[config.mk]
export PLATFORM = sky130hd
export DESIGN_NAME = wptr_full_ctrl
export DESIGN_NICKNAME = d
export VERILOG_FILES = /design/src/rtl/fifo_pkg.sv /design/src/rtl/cdc_sync_bus.sv /design/src/rtl/wptr_full_ctrl.sv
export SDC_FILE = /design/constraint.sdc
export NUM_CORES = 1
export LEC_CHECK = 0
export CAP_MARGIN = 5
export CORE_ASPECT_RATIO = 1.1
export CORE_MARGIN = 2
export CORE_UTILIZATION = 48
export DETAILED_ROUTE_END_ITERATION = 10
export PLACE_DENSITY = 0.78
export SYNTH_ARGS = -nofsm -noshare
export SYNTH_HDL_FRONTEND = slang
export SYNTH_HIERARCHICAL = 1
export SYNTH_SLANG_ARGS = --single-unit
[constraint.sdc]
create_clock -name wclk -period 4.2 [get_ports wclk]
set_clock_uncertainty 0.2 [all_clocks]
set_input_delay 0.42 -clock wclk [delete_from_list [all_inputs] [get_ports wclk]]
set_output_delay 0.42 -clock wclk [all_outputs]
set_load 0.02 [all_outputs]
[src/rtl/fifo_pkg.sv]
// Shared definitions for the dual-clock FIFO: default geometry and Gray/binary conversion.
package fifo_pkg;

    localparam int DEF_ADDR_W      = 4;
    localparam int DEF_SYNC_STAGES = 2;

    // Widest pointer any FIFO instance may use (ADDR_W up to 12, plus wrap bit).
    localparam int PTR_MAX_W = 13;

    // Callers zero-extend into PTR_MAX_W and cast the result back to their pointer width.
    function automatic logic [PTR_MAX_W-1:0] bin2gray(input logic [PTR_MAX_W-1:0] b);
        return b ^ (b >> 1);
    endfunction

    function automatic logic [PTR_MAX_W-1:0] gray2bin(input logic [PTR_MAX_W-1:0] g);
        logic [PTR_MAX_W-1:0] b;
        for (int i = 0; i < PTR_MAX_W; i++) begin
            b[i] = ^(g >> i);
        end
        return b;
    endfunction

endpackage

[src/rtl/cdc_sync_bus.sv]
// Reset-able multi-flop synchroniser for a Gray-coded bus entering a new clock domain.
module cdc_sync_bus #(
    parameter int WIDTH  = 1,
    parameter int STAGES = 2
) (
    input  logic             i_clk,
    input  logic             i_reset_n,
    input  logic [WIDTH-1:0] i_d,
    output logic [WIDTH-1:0] o_q
);

    logic [WIDTH-1:0] r_sync [STAGES];

    always_ff @(posedge i_clk or negedge i_reset_n) begin
        if (!i_reset_n) begin
            for (int i = 0; i < STAGES; i++) begin
                r_sync[i] <= '0;
            end
        end else begin
            r_sync[0] <= i_d;
            for (int i = 1; i < STAGES; i++) begin
                r_sync[i] <= r_sync[i-1];
            end
        end
    end

    assign o_q = r_sync[STAGES-1];

endmodule

[src/rtl/wptr_full_ctrl.sv]
// Write-domain pointer/status controller for the async FIFO: pointers, full, level,
// almost-full, sticky overflow and RAM write strobe/address.
module wptr_full_ctrl
    import fifo_pkg::*;
#(
    parameter int ADDR_W      = DEF_ADDR_W,
    parameter int SYNC_STAGES = DEF_SYNC_STAGES
) (
    input  logic              wclk,
    input  logic              wreset_n,
    input  logic              winc,
    input  logic [ADDR_W:0]   rptr_gray,
    input  logic [ADDR_W:0]   afull_thresh,
    input  logic              clr_ovf,
    output logic              wen,
    output logic [ADDR_W-1:0] waddr,
    output logic [ADDR_W:0]   wptr_gray,
    output logic              wfull,
    output logic              wafull,
    output logic [ADDR_W:0]   wlevel,
    output logic              wovf
);

    localparam int PW = ADDR_W + 1;

    logic [PW-1:0] r_wbin;
    logic [PW-1:0] r_wgray;
    logic          r_wfull;
    logic          r_wafull;
    logic [PW-1:0] r_wlevel;
    logic          r_wovf;

    logic [PW-1:0] w_rq_gray;
    logic [PW-1:0] w_rq_bin;
    logic          w_wen;
    logic [PW-1:0] w_wbin_next;
    logic [PW-1:0] w_wgray_next;
    logic [PW-1:0] w_full_gray;
    logic [PW-1:0] w_level_next;

    cdc_sync_bus #(
        .WIDTH  (PW),
        .STAGES (SYNC_STAGES)
    ) u_rptr_sync (
        .i_clk     (wclk),
        .i_reset_n (wreset_n),
        .i_d       (rptr_gray),
        .o_q       (w_rq_gray)
    );

    assign w_rq_bin     = PW'(gray2bin(PTR_MAX_W'(w_rq_gray)));
    assign w_wen        = winc & ~r_wfull;
    assign w_wbin_next  = r_wbin + PW'(w_wen);
    assign w_wgray_next = PW'(bin2gray(PTR_MAX_W'(w_wbin_next)));
    assign w_level_next = w_wbin_next - w_rq_bin;

    // Full when the write pointer is exactly one lap ahead of the synchronised read pointer.
    assign w_full_gray  = {~w_rq_gray[PW-1:PW-2], w_rq_gray[PW-3:0]};

    always_ff @(posedge wclk or negedge wreset_n) begin
        if (!wreset_n) begin
            r_wbin   <= '0;
            r_wgray  <= '0;
            r_wfull  <= 1'b0;
            r_wafull <= 1'b0;
            r_wlevel <= '0;
            r_wovf   <= 1'b0;
        end else begin
            r_wbin   <= w_wbin_next;
            r_wgray  <= w_wgray_next;
            r_wfull  <= (w_wgray_next == w_full_gray);
            r_wafull <= (w_level_next >= afull_thresh);
            r_wlevel <= w_level_next;
            if (winc && r_wfull) begin
                r_wovf <= 1'b1;
            end else if (clr_ovf) begin
                r_wovf <= 1'b0;
            end
        end
    end

    assign wen       = w_wen;
    assign waddr     = r_wbin[ADDR_W-1:0];
    assign wptr_gray = r_wgray;
    assign wfull     = r_wfull;
    assign wafull    = r_wafull;
    assign wlevel    = r_wlevel;
    assign wovf      = r_wovf;

endmodule

Word level (Yosys, flattened, before mapping):

Cells that the tools add are included.

* flip-flop bits (word level): 28
* output and inout port bits: 18
* logic and storage cells: 25

* add/subtract/negate cells: 2
* $lt $le $gt $ge: 1
* eq/ne operators: 1
* mux-type cells: 2
* bitwise operators: 4
* reductions and logical operators: 7

Operators with widths (count)
* $reduce_xor A13 Y1: 5
* $add A5 B1 Y5: 1
* $eq A5 B5 Y1: 1
* $ge A5 B5 Y1: 1
* $sub A5 B5 Y5: 1
* $xor A5 B4 Y5: 1
* $mux W1: 2
* $not A2 Y2: 1
* $reduce_bool A2 Y1: 1
* $and A1 B1 Y1: 1
* $logic_and A1 B1 Y1: 1
* $not A1 Y1: 1

Longest topological paths before layout:

* depth after elaboration: 5
* gate-level depth with buffers: 13
* depth with buffers taken out: 12

Cells and area by module:

Netlist, hierarchy kept.

Modules (own cells, without submodules)
* wptr_full_ctrl: instances 1, cells an instance 89, area an instance 1006.0 µm², sequential area each 425.4 µm²
* cdc_sync_bus: instances 1, cells an instance 15, area an instance 287.8 µm², sequential area each 250.2 µm²

Worst setup path before layout:

OpenSTA, ideal clock, no wires.

* kind: reg2reg
* start point: reg u_rptr_sync.r_sync (netlist bit u_rptr_sync/o_q[4])
* end point: reg r_wafull (netlist: wafull)
* library setup time: 118 ps
* arrival time: 2856 ps
* setup slack: 1026 ps
* stages on the path, launching flop included: 14
* path buffers: 1
* period minus slack after synthesis: 3174 ps
* cells stage by stage: dfrtp_1 -> buf_4 -> xnor2_1 -> xor2_1 -> xor2_1 -> xnor2_1 -> ha_1 -> fa_1 -> inv_1 -> ha_1 -> a21o_1 -> a21o_1 -> a21o_1 -> a21o_1

* cells in the longest elaborated chain, start to end: 3
* elaborated cells on any way between the ends: 7

Ends and longest elaborated chain
* start, declared: line cdc_sync_bus.sv:12 `logic [WIDTH-1:0] r_sync [STAGES];`
* start signal, assigned by index: line cdc_sync_bus.sv:22 `r_sync[i] <= r_sync[i-1];`
* $reduce_xor A13 Y1: line fifo_pkg.sv:18 `b[i] = ^(g >> i);`
* $sub A5 B5 Y5 *: line wptr_full_ctrl.sv:55 `assign w_level_next = w_wbin_next - w_rq_bin;`
* via w_level_next[1]: line wptr_full_ctrl.sv:39 `logic [PW-1:0] w_level_next;`
* $ge A5 B5 Y1 *: line wptr_full_ctrl.sv:72 `r_wafull <= (w_level_next >= afull_thresh);`
* end signal, assigned: line wptr_full_ctrl.sv:72
* end, declared: line wptr_full_ctrl.sv:29 `logic r_wafull;`

The timed path passes the listed nets; every way through them passes the cells marked *.
A chain may end at the register's enable or synchronous reset.

Worst setup path in the final report:

Same ends and word-level chain as after synthesis.

==> results_dict.tcl <==
set metrics [dict create \
    viasPerCell 4.85 \
    rows 19 \
    cts_tree "yes" \
    cts.repair.resized 0 \
    finalSetupViolCount 0 \
    antenna_found_initial 0 \
    worst-path-stages 12 \
    grt_usage 0.151 \
    cap_violations 0 \
    whs_ns 0.166 \
    final_util 0.646 \
    cp_slowest_cell "fa_1" \
    hp-class "reg -> reg" \
    holdPathStages 0 \
    syn_nets 130 \
    ys_seq_area_frac 0.522 \
    ys_types 22 \
    rrSetupSlack_ns 0.90 \
    cpMostUsedCell "a21o_1" \
    max_slew_margin 0.720 \
    grt-ovfl-total 0 \
    critical_path.max_fanout 3 \
    post_cts_buffers 0 \
    ir_drop_v 0.000533 \
    nets 161 \
    p_leak_uw 0.000778 \
    core_sq_um 2520 \
    htree_levels 1 \
    min_period_over_period 0.787 \
    worst-endpoint-arrival_ns 3.32 \
    cts_sinks 27 \
    syn_area_sq_um 1290 \
    hold_viol 0 \
    critPathKind "reg -> reg" \
    floorplan.io_pins 32 \
    clkLatencyLatePin_ns 0.31 \
    status "complete, no violations" \
    cp_top_family "adder cells" \
    antenna_left 0 \
    cp-end-kind "flip-flop" \
    path_buf_inv 1 \
    hold_buffers 0 \
    rr_worst_depth 12 \
    cts-root-buf "clkbuf_4" \
    gp_congestion 0.741 \
    wl_per_cell_um 11.7 \
    finalNonFillerCells 165 \
    worstMarginPinSlew_ns 0.418 \
    fin_crit_ns 3.30 \
    dp.cells 161 \
    die_w_um 53.5 \
    fmax_mhz 303 \
    syn_to_final_growth_pct 25.9 \
    vias 801 \
    synth_top_cell_by_area "dfrtp_1" \
    dp_hpwl_um 1550 \
    start_util 0.513 \
    setup-tns-final_ns 0 \
    placed_cell_area_sq_um 1600 \
    layout_commonest_cell "clkdlybuf4s50_1" \
    syn_inst 104 \
    p_per_area_nw_per_um2 858 \
    synth_area_leaders "dfrtp_1 (52%), ha_1 (11%), xnor2_1 (8.1%)" \
    critPathMaxStageDelay_ns 0.48 \
    grt_start_max_net_pins 28 \
    slew_viol_final 0 \
    drive_above_1_share 0.0672 \
    rsz0062_at_grt "no" \
    diodes 0 \
    ys_seq_elements 27 \
    die_h_um 58.5 \
    grt_pass1_wl_um 3390 \
    grt_pass1_vias 826 \
    postRouteWirelength_um 1930 \
    final_cell_mix "clkdlybuf4s50_1 (31), dfrtp_1 (27), xnor2_1 (12), inv_1 (12), ha_1 (11)" \
    clockBufferDepth 2 \
    synth_top_area_frac 0.522 \
    cts_inserted_buffers 3 \
    cp_cell_sequence "xnor2_1 -> xor2_1 -> xor2_1 -> xnor2_1 -> ha_1 -> fa_1 -> inv_1 -> ha_1 -> a21o_1 -> a21o_1 -> a21o_1 -> a21o_1" \
    synth_area_per_cell_sq_um 12.4 \
    first_pass_iters 2 \
    yosys_warnings 6 \
    start_kind "flip-flop" \
    io_buffers 31 \
    design_area_sq_um 1630 \
    drtIter0Drc 9 \
    crit_required_ns 4.22 \
    drc 0 \
    die_area_sq_um 3130 \
    clkTransAtPathRegs_ns 0.13 \
]
[cells in the mapped netlist]
library cell  instances
ha_1                 11
fa_1                  1
buf_4                 5
nand2_1               4
a21oi_2               1
nor2b_4               1
o21ai_0               1
xnor3_1               1
nor2b_1               2
nand2b_1              1
nand3_1               2
mux2_2                1
buf_6                 1
a31oi_1               1
dfrtp_1              27
nor4_2                1
xor2_1                8
xnor2_1              12
nor2_1                2
inv_1                12
a21oi_1               3
a21o_1                6
[final timing paths]
| kind | from | endpoint |
|---|---|---|
| min reg2reg | u_rptr_sync/r_sync[6] | u_rptr_sync/o_q[1] |
| min in group asynchronous | wreset_n | u_rptr_sync/o_q[2] |
| max | u_rptr_sync/o_q[4] | wafull |
| max reg2reg | u_rptr_sync/o_q[4] | wafull |
| max in group asynchronous | wreset_n | u_rptr_sync/o_q[0] |
| min | u_rptr_sync/r_sync[6] | u_rptr_sync/o_q[1] |
[kinds of logic after synthesis]
| kind of cell | count (synthesis) | share of synthesized area |
|---|---|---|
| fa+ha+maj | 12 | 0.122 |
| xor+xnor | 21 | 0.153 |
| mux | 1 | 0.00870 |
| compound gates | 12 | 0.0619 |
| buf+inv | 18 | 0.0725 |
| flops | 27 | 0.522 |
| simple gates | 13 | 0.0600 |
[layer usage]
metal  vias up  part of all wire  GRT usage
li1        388                 -          -
met1       386              0.40      0.157
met2        25              0.53      0.280
met3         2             0.060     0.0508
met4         0            0.0062     0.0440
met5         -                 0          0
[stage by stage]
| stage | total power, uW | worst slack [ns] |
|---|---|---|
| 6_report | 1400 | 0.896 |
| 5_1_grt | 1530 | 0.673 |
| 4_1_cts | 1420 | 0.864 |
| 3_5_place_dp | 1310 | 0.543 |
| 3_3_place_gp | 1280 | 0.575 |
| 2_1_floorplan | 1030 | 1.03 |
[area by class of cell]
class	instances	area [sq um]
inverters	12	45.0
clock buffers	3	22.5
fillers	220	891
well taps	31	38.8
multi-input cells	59	524
flip-flops and latches	27	676
repair buffers	32	318
clock inverters	1	5.00
[flip-flops by register name, indices dropped and copies added, names as in the netlist]
register and flops:
r_wbin 5, wafull 1, wovf 1, u_rptr_sync/o_q 5
wfull 1, wptr_gray 4, wlevel 5, u_rptr_sync/r_sync 5
[report_power, final]
group / leakage [uW] / switching, uW / internal (uW)
clock: 0.0000177 / 68.6 / 35.6
combinational: 0.000440 / 441 / 440
sequential: 0.000320 / 57.1 / 356
total: 0.000778 / 567 / 831
No activity file was read; power rests on OpenSTA's default activity.
